`src/rtl/event_time_normalizer.sv`:
```
`default_nettype none
// +--------------------------------------------------------------------------+
// | event_time_normalizer: DVS event grid/time quantizer, fixed 2-cycle lat.  |
// | rev 1.0                                                                   |
// +--------------------------------------------------------------------------+
module event_time_normalizer #(
  parameter int X_W      = 8,
  parameter int Y_W      = 8,
  parameter int T_W      = 32,
  parameter int XY_SHIFT = 2,
  parameter int T_SHIFT  = 10,
  parameter int TQ_W     = 8,
  parameter int WINDOW   = 300000
) (
  input  logic                 clk,
  input  logic                 rst,
  input  logic                 i_valid,
  input  logic [X_W-1:0]       i_x,
  input  logic [Y_W-1:0]       i_y,
  input  logic [T_W-1:0]       i_t,
  input  logic                 i_p,
  input  logic                 i_flush,
  output logic                 o_valid,
  output logic [X_W-XY_SHIFT-1:0] o_x,
  output logic [Y_W-XY_SHIFT-1:0] o_y,
  output logic [TQ_W-1:0]      o_t,
  output logic                 o_p,
  output logic                 o_win_start,
  output logic [15:0]          o_drop_cnt
);

  typedef enum logic [0:0] {
    IDLE   = 1'b0,
    ACTIVE = 1'b1
  } state_t;

  localparam logic [T_W-1:0] c_window = T_W'(WINDOW);
  localparam logic [T_W-1:0] c_tq_max = {{(T_W-TQ_W){1'b0}}, {TQ_W{1'b1}}};

  state_t         r_state;
  logic [T_W-1:0] r_t_ref;
  logic [T_W-1:0] r_t_last;

  logic           r_s1_valid;
  logic [X_W-1:0] r_s1_x;
  logic [Y_W-1:0] r_s1_y;
  logic           r_s1_p;
  logic [T_W-1:0] r_s1_rel;
  logic           r_s1_win;

  logic           w_idle;
  logic [T_W-1:0] w_d_last;
  logic [T_W-1:0] w_d_ref;
  logic           w_back;
  logic           w_new_win;
  logic           w_accept;
  logic           w_drop;
  logic           w_open;
  logic [T_W-1:0] w_rel_sh;
  logic [TQ_W-1:0] w_tq;

  // A flush makes the same-edge event behave as the first event after idle.
  assign w_idle    = (r_state == IDLE) || i_flush;
  assign w_d_last  = i_t - r_t_last;
  assign w_d_ref   = i_t - r_t_ref;
  assign w_back    = w_d_last[T_W-1];
  assign w_new_win = (w_d_ref >= c_window);
  assign w_accept  = i_valid && (w_idle || !w_back);
  assign w_drop    = i_valid && !w_idle && w_back;
  assign w_open    = w_idle || w_new_win;

  assign w_rel_sh = r_s1_rel >> T_SHIFT;
  assign w_tq     = (w_rel_sh > c_tq_max) ? {TQ_W{1'b1}} : w_rel_sh[TQ_W-1:0];

  // Stage 1: classification, reference-time tracking and drop accounting.
  always_ff @(posedge clk or posedge rst) begin
    if (rst) begin
      r_state    <= IDLE;
      r_t_ref    <= '0;
      r_t_last   <= '0;
      o_drop_cnt <= '0;
      r_s1_valid <= 1'b0;
      r_s1_x     <= '0;
      r_s1_y     <= '0;
      r_s1_p     <= 1'b0;
      r_s1_rel   <= '0;
      r_s1_win   <= 1'b0;
    end else begin
      r_s1_valid <= w_accept;
      if (w_accept) begin
        r_state  <= ACTIVE;
        r_t_last <= i_t;
        r_s1_x   <= i_x;
        r_s1_y   <= i_y;
        r_s1_p   <= i_p;
        r_s1_win <= w_open;
        if (w_open) begin
          r_t_ref  <= i_t;
          r_s1_rel <= '0;
        end else begin
          r_s1_rel <= w_d_ref;
        end
      end else if (i_flush) begin
        r_state <= IDLE;
      end
      if (w_drop && (o_drop_cnt != 16'hFFFF)) begin
        o_drop_cnt <= o_drop_cnt + 16'd1;
      end
    end
  end

  // Stage 2: coordinate/time quantization; data holds while no event.
  always_ff @(posedge clk or posedge rst) begin
    if (rst) begin
      o_valid     <= 1'b0;
      o_x         <= '0;
      o_y         <= '0;
      o_t         <= '0;
      o_p         <= 1'b0;
      o_win_start <= 1'b0;
    end else begin
      o_valid     <= r_s1_valid;
      o_win_start <= r_s1_valid && r_s1_win;
      if (r_s1_valid) begin
        o_x <= r_s1_x[X_W-1:XY_SHIFT];
        o_y <= r_s1_y[Y_W-1:XY_SHIFT];
        o_t <= w_tq;
        o_p <= r_s1_p;
      end
    end
  end

endmodule
`default_nettype wire

```
`config.mk`:
```
export PLATFORM = sky130hd
export DESIGN_NAME = event_time_normalizer
export DESIGN_NICKNAME = d
export VERILOG_FILES = /design/src/rtl/event_time_normalizer.sv
export SDC_FILE = /design/constraint.sdc
export NUM_CORES = 1
export LEC_CHECK = 0
export BUFFER_PORTS_ARGS = -buffer_cell sky130_fd_sc_hd__clkbuf_2
export CAP_MARGIN = 20
export CORE_UTILIZATION = 60
export CTS_CLUSTER_DIAMETER = 30
export CTS_CLUSTER_SIZE = 24
export DETAILED_ROUTE_END_ITERATION = 8
export PLACE_DENSITY = 0.78
export SYNTH_ARGS = -nofsm -noshare
export SYNTH_HDL_FRONTEND = slang
export SYNTH_SLANG_ARGS = --single-unit
export TNS_END_PERCENT = 5
```
`constraint.sdc`:
```
create_clock -name clk -period 12.5 [get_ports clk]
set_clock_uncertainty 0.05 [all_clocks]
set_input_delay 0.625 -clock clk [delete_from_list [all_inputs] [get_ports clk]]
set_output_delay 0.625 -clock clk [all_outputs]
set_load 0.01 [all_outputs]
```
==> qor.txt, run 1 <==
Worst Setup SP - i_t[0]
clock network power share - 0.297
RSZ-0062 raised after global routing - false
CTS tree - built
ys async rst share - 1.000
Slew headroom - 0.3679
Max-Cap Viols - 0
Yosys warning total - 0
CTS Hold Buffers Added - 0
Worst Setup End Kind - flop
area growth from synthesis to layout - 13.34%
EDFF count, synth - 0
die area - 14100 µm²
htree depth - 4
synthesized netlist net count - 926
run status - complete, no violations
vias in the first global route - 6308
top cell type's share of synthesized area - 0.4315
Worst Setup Path Type - input pin to flop
largest net degree at the start of global routing - 81
Die Height - 118.7 µm
endpoints failing setup - 0
layout cell share with drive strength beyond 1 - 0.2201
met3 WL - 742 µm
drt total wl - 17610 µm
Synth Register Bits - 141
total gr overflow - 0
Synth Flop Type - dfrtp_1
synth top area cells - dfrtp_1 43%, ha_1 9.5%, o2bb2ai_2 5.3%
Worst Path Arrival - 4.55 ns
Slew Limit Fails - 0
Initial Utilization - 0.6175
core box area - 13240 µm²
first drt pass iteration count - 8
setup TNS - 0 ns
Int Pwr - 1046 µW
final hold viol count - 0
most frequent cells in the layout - 141 x dfrtp_1, 87 x clkbuf_2, 84 x nand2_1
switching share of total power - 0.3613
Nets - 1007
Worst-Skew Late Latency - 0.43 ns
fin crit share - 0.3439
Synth cell types - 73
# port buffers - 87
crit path max fanout - 25
Initial DRC Count - 409
vias - 6309
startpoint types - input pin
Worst-path clk slew - 0.07 ns
Sequential Power Share - 0.364
most common cell after layout, fill and taps aside - dfrtp_1
Max Root-Sink Buffers - 2
Tmin final - 4.299 ns
post-DR vias/cell - 5.842
Final Wtd Congestion - 0.9047
non-filler cells, final - 1080
site row count - 42
HPWL Detailed - 12530 µm
Comb power frac - 0.339
pwr dens - 176.7 nW/µm²
CTS root buf - clkbuf_16
met2 routed WL - 8464 µm
reg-to-reg startpoint - r_t_ref[0]
worst hold margin - 0.3626 ns
Metal-1 WL - 8092 µm
Post CTS Setup Buffer Count - 0
Avg WL per Cell - 16.31 µm
Pleak - 0.004383 µW
DRC Markers - 0
Critical Path RT - 12.76 ns
CTS Buf Count - 17
first-pass GRT wire length - 30430 µm
antenna viol nets, final - 0
part of the Yosys area used for sequential elements - 0.4315
top layer used by detailed routing - met4
# fillers - 1015
Gate Count Post-Synth - 810
Hold Crit Class - input pin to async pin
sequential cell area - 3528 µm²
n_diodes - 0
initial antenna violation count - 0
Inst Count DP - 1047
PostCTS Resize Cnt - 0
Worst VDD drop - 0.00007693 V
syn avg cell area - 10.10 µm²
worst-margin pin slew - 0.9482 ns
Die Width - 118.7 µm
I/O Pins - 92
GRT Total Usage - 0.2716
synthesized cell area - 8178 µm²
sw power - 591.9 µW
Max Fclk - 232.6 MHz
multi-input logic area - 4154 µm²
# clock sinks - 141
Synth area leader - dfrtp_1
flop2flop setup slack - 8.24 ns
==> worst paths after layout <==
path                                 to  cells after the start
max                          r_t_ref[0]                     16
max reg2reg                  r_t_ref[0]                     14
min in group clk              r_s1_y[3]                      2
min reg2reg                 r_t_last[0]                      2
max in group asynchronous  r_s1_rel[27]                      3
min                           r_s1_y[7]                      2
==> layout make-up <==
cell class / count / area share
multi-input combinational: 558 / 0.4482
sequential: 141 / 0.3807
timing repair buffer: 91 / 0.05157
clock buffer: 19 / 0.04887
inverter: 82 / 0.03348
tap: 176 / 0.02376
clock inverter: 13 / 0.01350
==> per-layer routing <==
layer,up-vias,global-route usage
li1,3043,-
met1,3058,0.3610
met2,176,0.4430
met3,32,0.05936
met4,0,0.08623
met5,-,0
==> cells in the mapped netlist (3+ instances only) <==
| cell type | instances |
|---|---|
| a211oi_1 | 6 |
| a211oi_2 | 3 |
| a21o_1 | 11 |
| a21oi_1 | 48 |
| a22o_1 | 8 |
| a31oi_1 | 4 |
| and2_1 | 17 |
| and3_1 | 3 |
| buf_12 | 3 |
| buf_2 | 7 |
| clkbuf_1 | 13 |
| dfrtp_1 | 141 |
| ha_1 | 62 |
| inv_1 | 81 |
| mux2_2 | 28 |
| nand2_1 | 84 |
| nand2b_1 | 4 |
| nand3_1 | 12 |
| nand4_1 | 11 |
| nor2_1 | 37 |
| nor3_1 | 14 |
| nor4_1 | 5 |
| o211ai_1 | 7 |
| o21a_1 | 5 |
| o21ai_0 | 55 |
| o21ai_1 | 8 |
| o22a_1 | 9 |
| o2bb2ai_2 | 29 |
| or2_2 | 3 |
| xnor2_1 | 19 |
| xor2_1 | 13 |
==> power groups by stage <==
stage	Clock [µW]	Sequential, µW	Combinational [µW]
after floorplan	0	602	406
after CTS	495	596	550
after global placement	0	596	529
final	487	596	555
after global routing	515	606	619
after detailed placement	0	603	545
==> kinds of logic (layout without fill, tap and decap cells) <==
kind of cell	Yosys count	count (layout)	synth area share
AND/OR/NAND/NOR	203	203	0.1166
XOR/XNOR	32	32	0.03427
buffers and inverters	111	205	0.06074
flip-flops	141	141	0.4315
adder cells (fa/ha/maj)	63	63	0.09731
AO/OA/AOI/OAI	228	228	0.2159
multiplexers	32	32	0.04376
==> through the flow <==
stage               setup WS, ns  cell area, µm²    util  total power [µW]
global placement           7.571            8671  0.6548              1125
finish                     8.201            9269  0.6999              1638
detailed placement         7.541            8671  0.6548              1148
global route               8.004            9269  0.6999              1739
CTS                        7.942            9249  0.6984              1641
floorplan                  8.044            8178       -              1009
==> registers in the layout (all words and copies together), names as in the netlist, 6 cells and up <==
| signal | cells |
|---|---|
| r_t_last | 32 |
| r_s1_x | 6 |
| o_x | 6 |
| r_t_ref | 32 |
| r_s1_rel | 22 |
| o_y | 6 |
| o_drop_cnt | 16 |
| o_t | 8 |
| r_s1_y | 6 |
==> worst max-delay path, stage by stage <==
cell and delay, ns:
clkbuf_2 0.10, inv_1 0.08, ha_1 0.17, inv_1 0.05
fa_1 0.35, a211oi_1 0.32, o211ai_1 0.20, a211oi_2 0.29
o31ai_1 0.16, a221oi_1 0.46, xnor2_1 0.12, nor4_1 0.37
and4_2 0.29, nand2b_2 0.35, buf_12 0.27, mux2_1 0.34
Power figures use the tool's default switching activity.
==> run 2: changes to the inputs <==
- CORE_UTILIZATION: 60 -> 54
- PLACE_DENSITY: 0.78 -> 0.74
- clock period: 12.5 -> 3.68 ns (I/O delays scaled with it)
==> run 2 against run 1 <==
  * Clock power increased to 3.7 times the previous value
  * The flow now finishes with violations (DRC)
  * Largest cell class unchanged
  * Largest power group is now combinational cells
  * Hold slack got worse by 0.35 ns
  * Flip-flop and latch count unchanged
  * Worst setup slack got worse by 8.0 ns
  * Design area increased by 6.0%
  * Clock-buffer cell count unchanged
==> qor.txt, run 2 (synthesized netlist as in run 1, its figures left out) <==
run status - finished, violations left
crit path max fanout - 23 (-8.0%)
worst-margin pin slew - 0.5178 ns (-0.4304 ns)
site row count - 44 (+4.8%)
Avg WL per Cell - 15.89 µm (-2.5%)
crit path buf inv count - 2 (-2)
CP max stage delay - 0.37 ns (-0.09 ns)
first drt pass iteration count - 9 (+1)
DRC Markers - 16 (+16)
n_diodes - 0 (unchanged)
endpoints failing setup - 0 (unchanged)
Worst-Skew Late Latency - 0.42 ns (about the same)
Cell Area, Placed - 8837 µm² (+1.9%)
htree depth - 4 (unchanged)
Max Root-Sink Buffers - 2 (unchanged)
worst hold margin - 0.01311 ns (-0.3495 ns)
Initial Utilization - 0.5584 (-0.05909)
RSZ-0062 raised after global routing - true
Worst-path clk slew - 0.06 ns (about the same)
Nets - 1053 (+4.6%)
pwr dens - 593.2 nW/µm² (+240%)
GRT Total Usage - 0.2476 (-0.02401)
# port buffers - 87 (unchanged)
Worst Setup Path Type - flop to flop
Slew headroom - 0.6541 (+0.2862)
CTS root buf - clkbuf_16
Worst Path Arrival - 3.81 ns (-0.74 ns)
final worst slack - 0.1583 ns (-8.043 ns)
core box area - 14640 µm² (+11%)
initial antenna violation count - 0 (unchanged)
most common cell after layout, fill and taps aside - dfrtp_1
Slowest-stage cell, CP - fa_1
first-pass GRT wire length - 31190 µm (+2.5%)
startpoint types - flop
Worst VDD drop - 0.0003723 V (+380%)
antenna viol nets, final - 0 (unchanged)
Final Wtd Congestion - 0.9015 (-0.35%)
Tmin final - 3.522 ns
Die Height - 125.1 µm (+5.3%)
vias in the first global route - 6492 (+2.9%)
# clock sinks - 141 (unchanged)
HPWL Detailed - 12640 µm (+0.89%)
failing checks - DRC
die area - 15640 µm² (+11%)
vias - 6413 (+1.6%)
CTS Buf Count - 17 (unchanged)
largest net degree at the start of global routing - 87 (+7.4%)
fin crit share - 0.9570
Core Util, Final - 0.6709 (-0.02904)
Hold Crit Class - input pin to flop
Regs by FF count - r_t_last (32), r_t_ref (32), r_s1_rel (22)
I/O Pins - 92 (unchanged)
Pleak - 0.004618 µW (+5.4%)
final std cell area, no fill - 9824 µm² (+6.0%)
Initial DRC Count - 496 (+21%)
post-DR vias/cell - 5.660 (-3.1%)
Post CTS Setup Buffer Count - 0 (unchanged)
area growth from synthesis to layout - 20.13%
critical path, cell by cell - ha_1 > inv_1 > fa_1 > a211oi_2 > o211ai_1 > a211oi_2 > o31ai_1 > xnor2_1 > o21ai_0 > o41ai_2 > and4_2 > buf_4 > nand3_1 > o21ai_0
Max Fclk - 284.0 MHz
final hold viol count - 0 (unchanged)
CTS tree - built
pre-CTS setup slack - 0.02745 ns (-7.514 ns)
Worst Setup End Kind - flop
Top delay family on crit path - compound AO/OA/AOI/OAI gates
drt total wl - 18010 µm (+2.3%)
Max-Cap Viols - 0 (unchanged)
Critical Path RT - 3.97 ns (-8.79 ns)
Slew Limit Fails - 0 (unchanged)
Die Width - 125.1 µm (+5.3%)
total gr overflow - 0 (unchanged)
layout cell share with drive strength beyond 1 - 0.2403 (+0.02012)
most frequent cells in the layout - 141 x dfrtp_1, 87 x clkbuf_2, 84 x nand2_1
==> run 2: changes by cell type in the layout (fill, tap and decap cells not counted), sizes merged <==
cell | previous run | this run
buf | 4 | 22
bufinv | 0 | 3
clkinvlp | 3 | 4
dlygate4sd3 | 0 | 28
inv | 89 | 84
==> run 2: worst paths after layout <==
| kind | start | endpoint | slack [ns] | cells past startpoint |
|---|---|---|---|---|
| min in group asynchronous | rst | r_s1_y[5] | 0.29 | 3 |
| max in group asynchronous | rst | r_t_last[15] | 2.47 | 4 |
| hold reg to reg | o_drop_cnt[3] | o_drop_cnt[3] | 0.43 | 1 |
| hold / removal | i_t[11] | r_t_ref[11] | 0.01 | 3 |
| setup reg to reg | r_t_ref[0] | r_s1_rel[14] | 0.16 | 14 |
| setup / recovery | r_t_ref[0] | r_s1_rel[14] | 0.16 | 14 |
==> run 2: layout make-up <==
class,instances,area [µm²]
fillers,1132,4820
multi-input cells,558,4237
flip-flops and latches,141,3528
repair buffers,137,904.6
clock buffers,19,452.9
inverters,82,311.5
well taps,184,230.2
clock inverters,12,160.2
==> run 2: what timing repair did <==
action | in CTS | in global routing
hold endpoints to repair | 52 | 1
hold buffers | 27 | 1
resized for setup | 0 | 19
endpoints found under the setup margin | 0 | 41
==> run 2: power breakdown <==
group	total, µW	switching [µW]	internal [µW]
combinational	2030	1150	883
clock	1790	684	1100
sequential	2010	169	1840
total	5830	2000	3830
==> run 2: stage by stage <==
step	cells	power [µW]	setup TNS (ns)
global route	1133	6188	-0.004462
finish	1133	5828	0
detailed placement	1074	3948	0
global placement	1074	3904	0
floorplan	810	3426	0
CTS	1132	5777	0
==> run 2: worst register-to-register path: stages (launching register included) <==
cell and delay, ns:
dfrtp_1 0.35, ha_1 0.16, inv_1 0.05, fa_1 0.37, a211oi_2 0.29, o211ai_1 0.17, a211oi_2 0.27, o31ai_1 0.16
xnor2_1 0.23, o21ai_0 0.15, o41ai_2 0.36, and4_2 0.29, buf_4 0.33, nand3_1 0.12, o21ai_0 0.09
==> run 2: layer usage <==
layer  vias to the layer above  share of wire  GRT usage
li1                       3140              -          -
met5                         -              0          0
met2                       152           0.47     0.3996
met4                         0          0.022    0.09613
met1                      3086           0.47     0.3266
met3                        35          0.043    0.05392
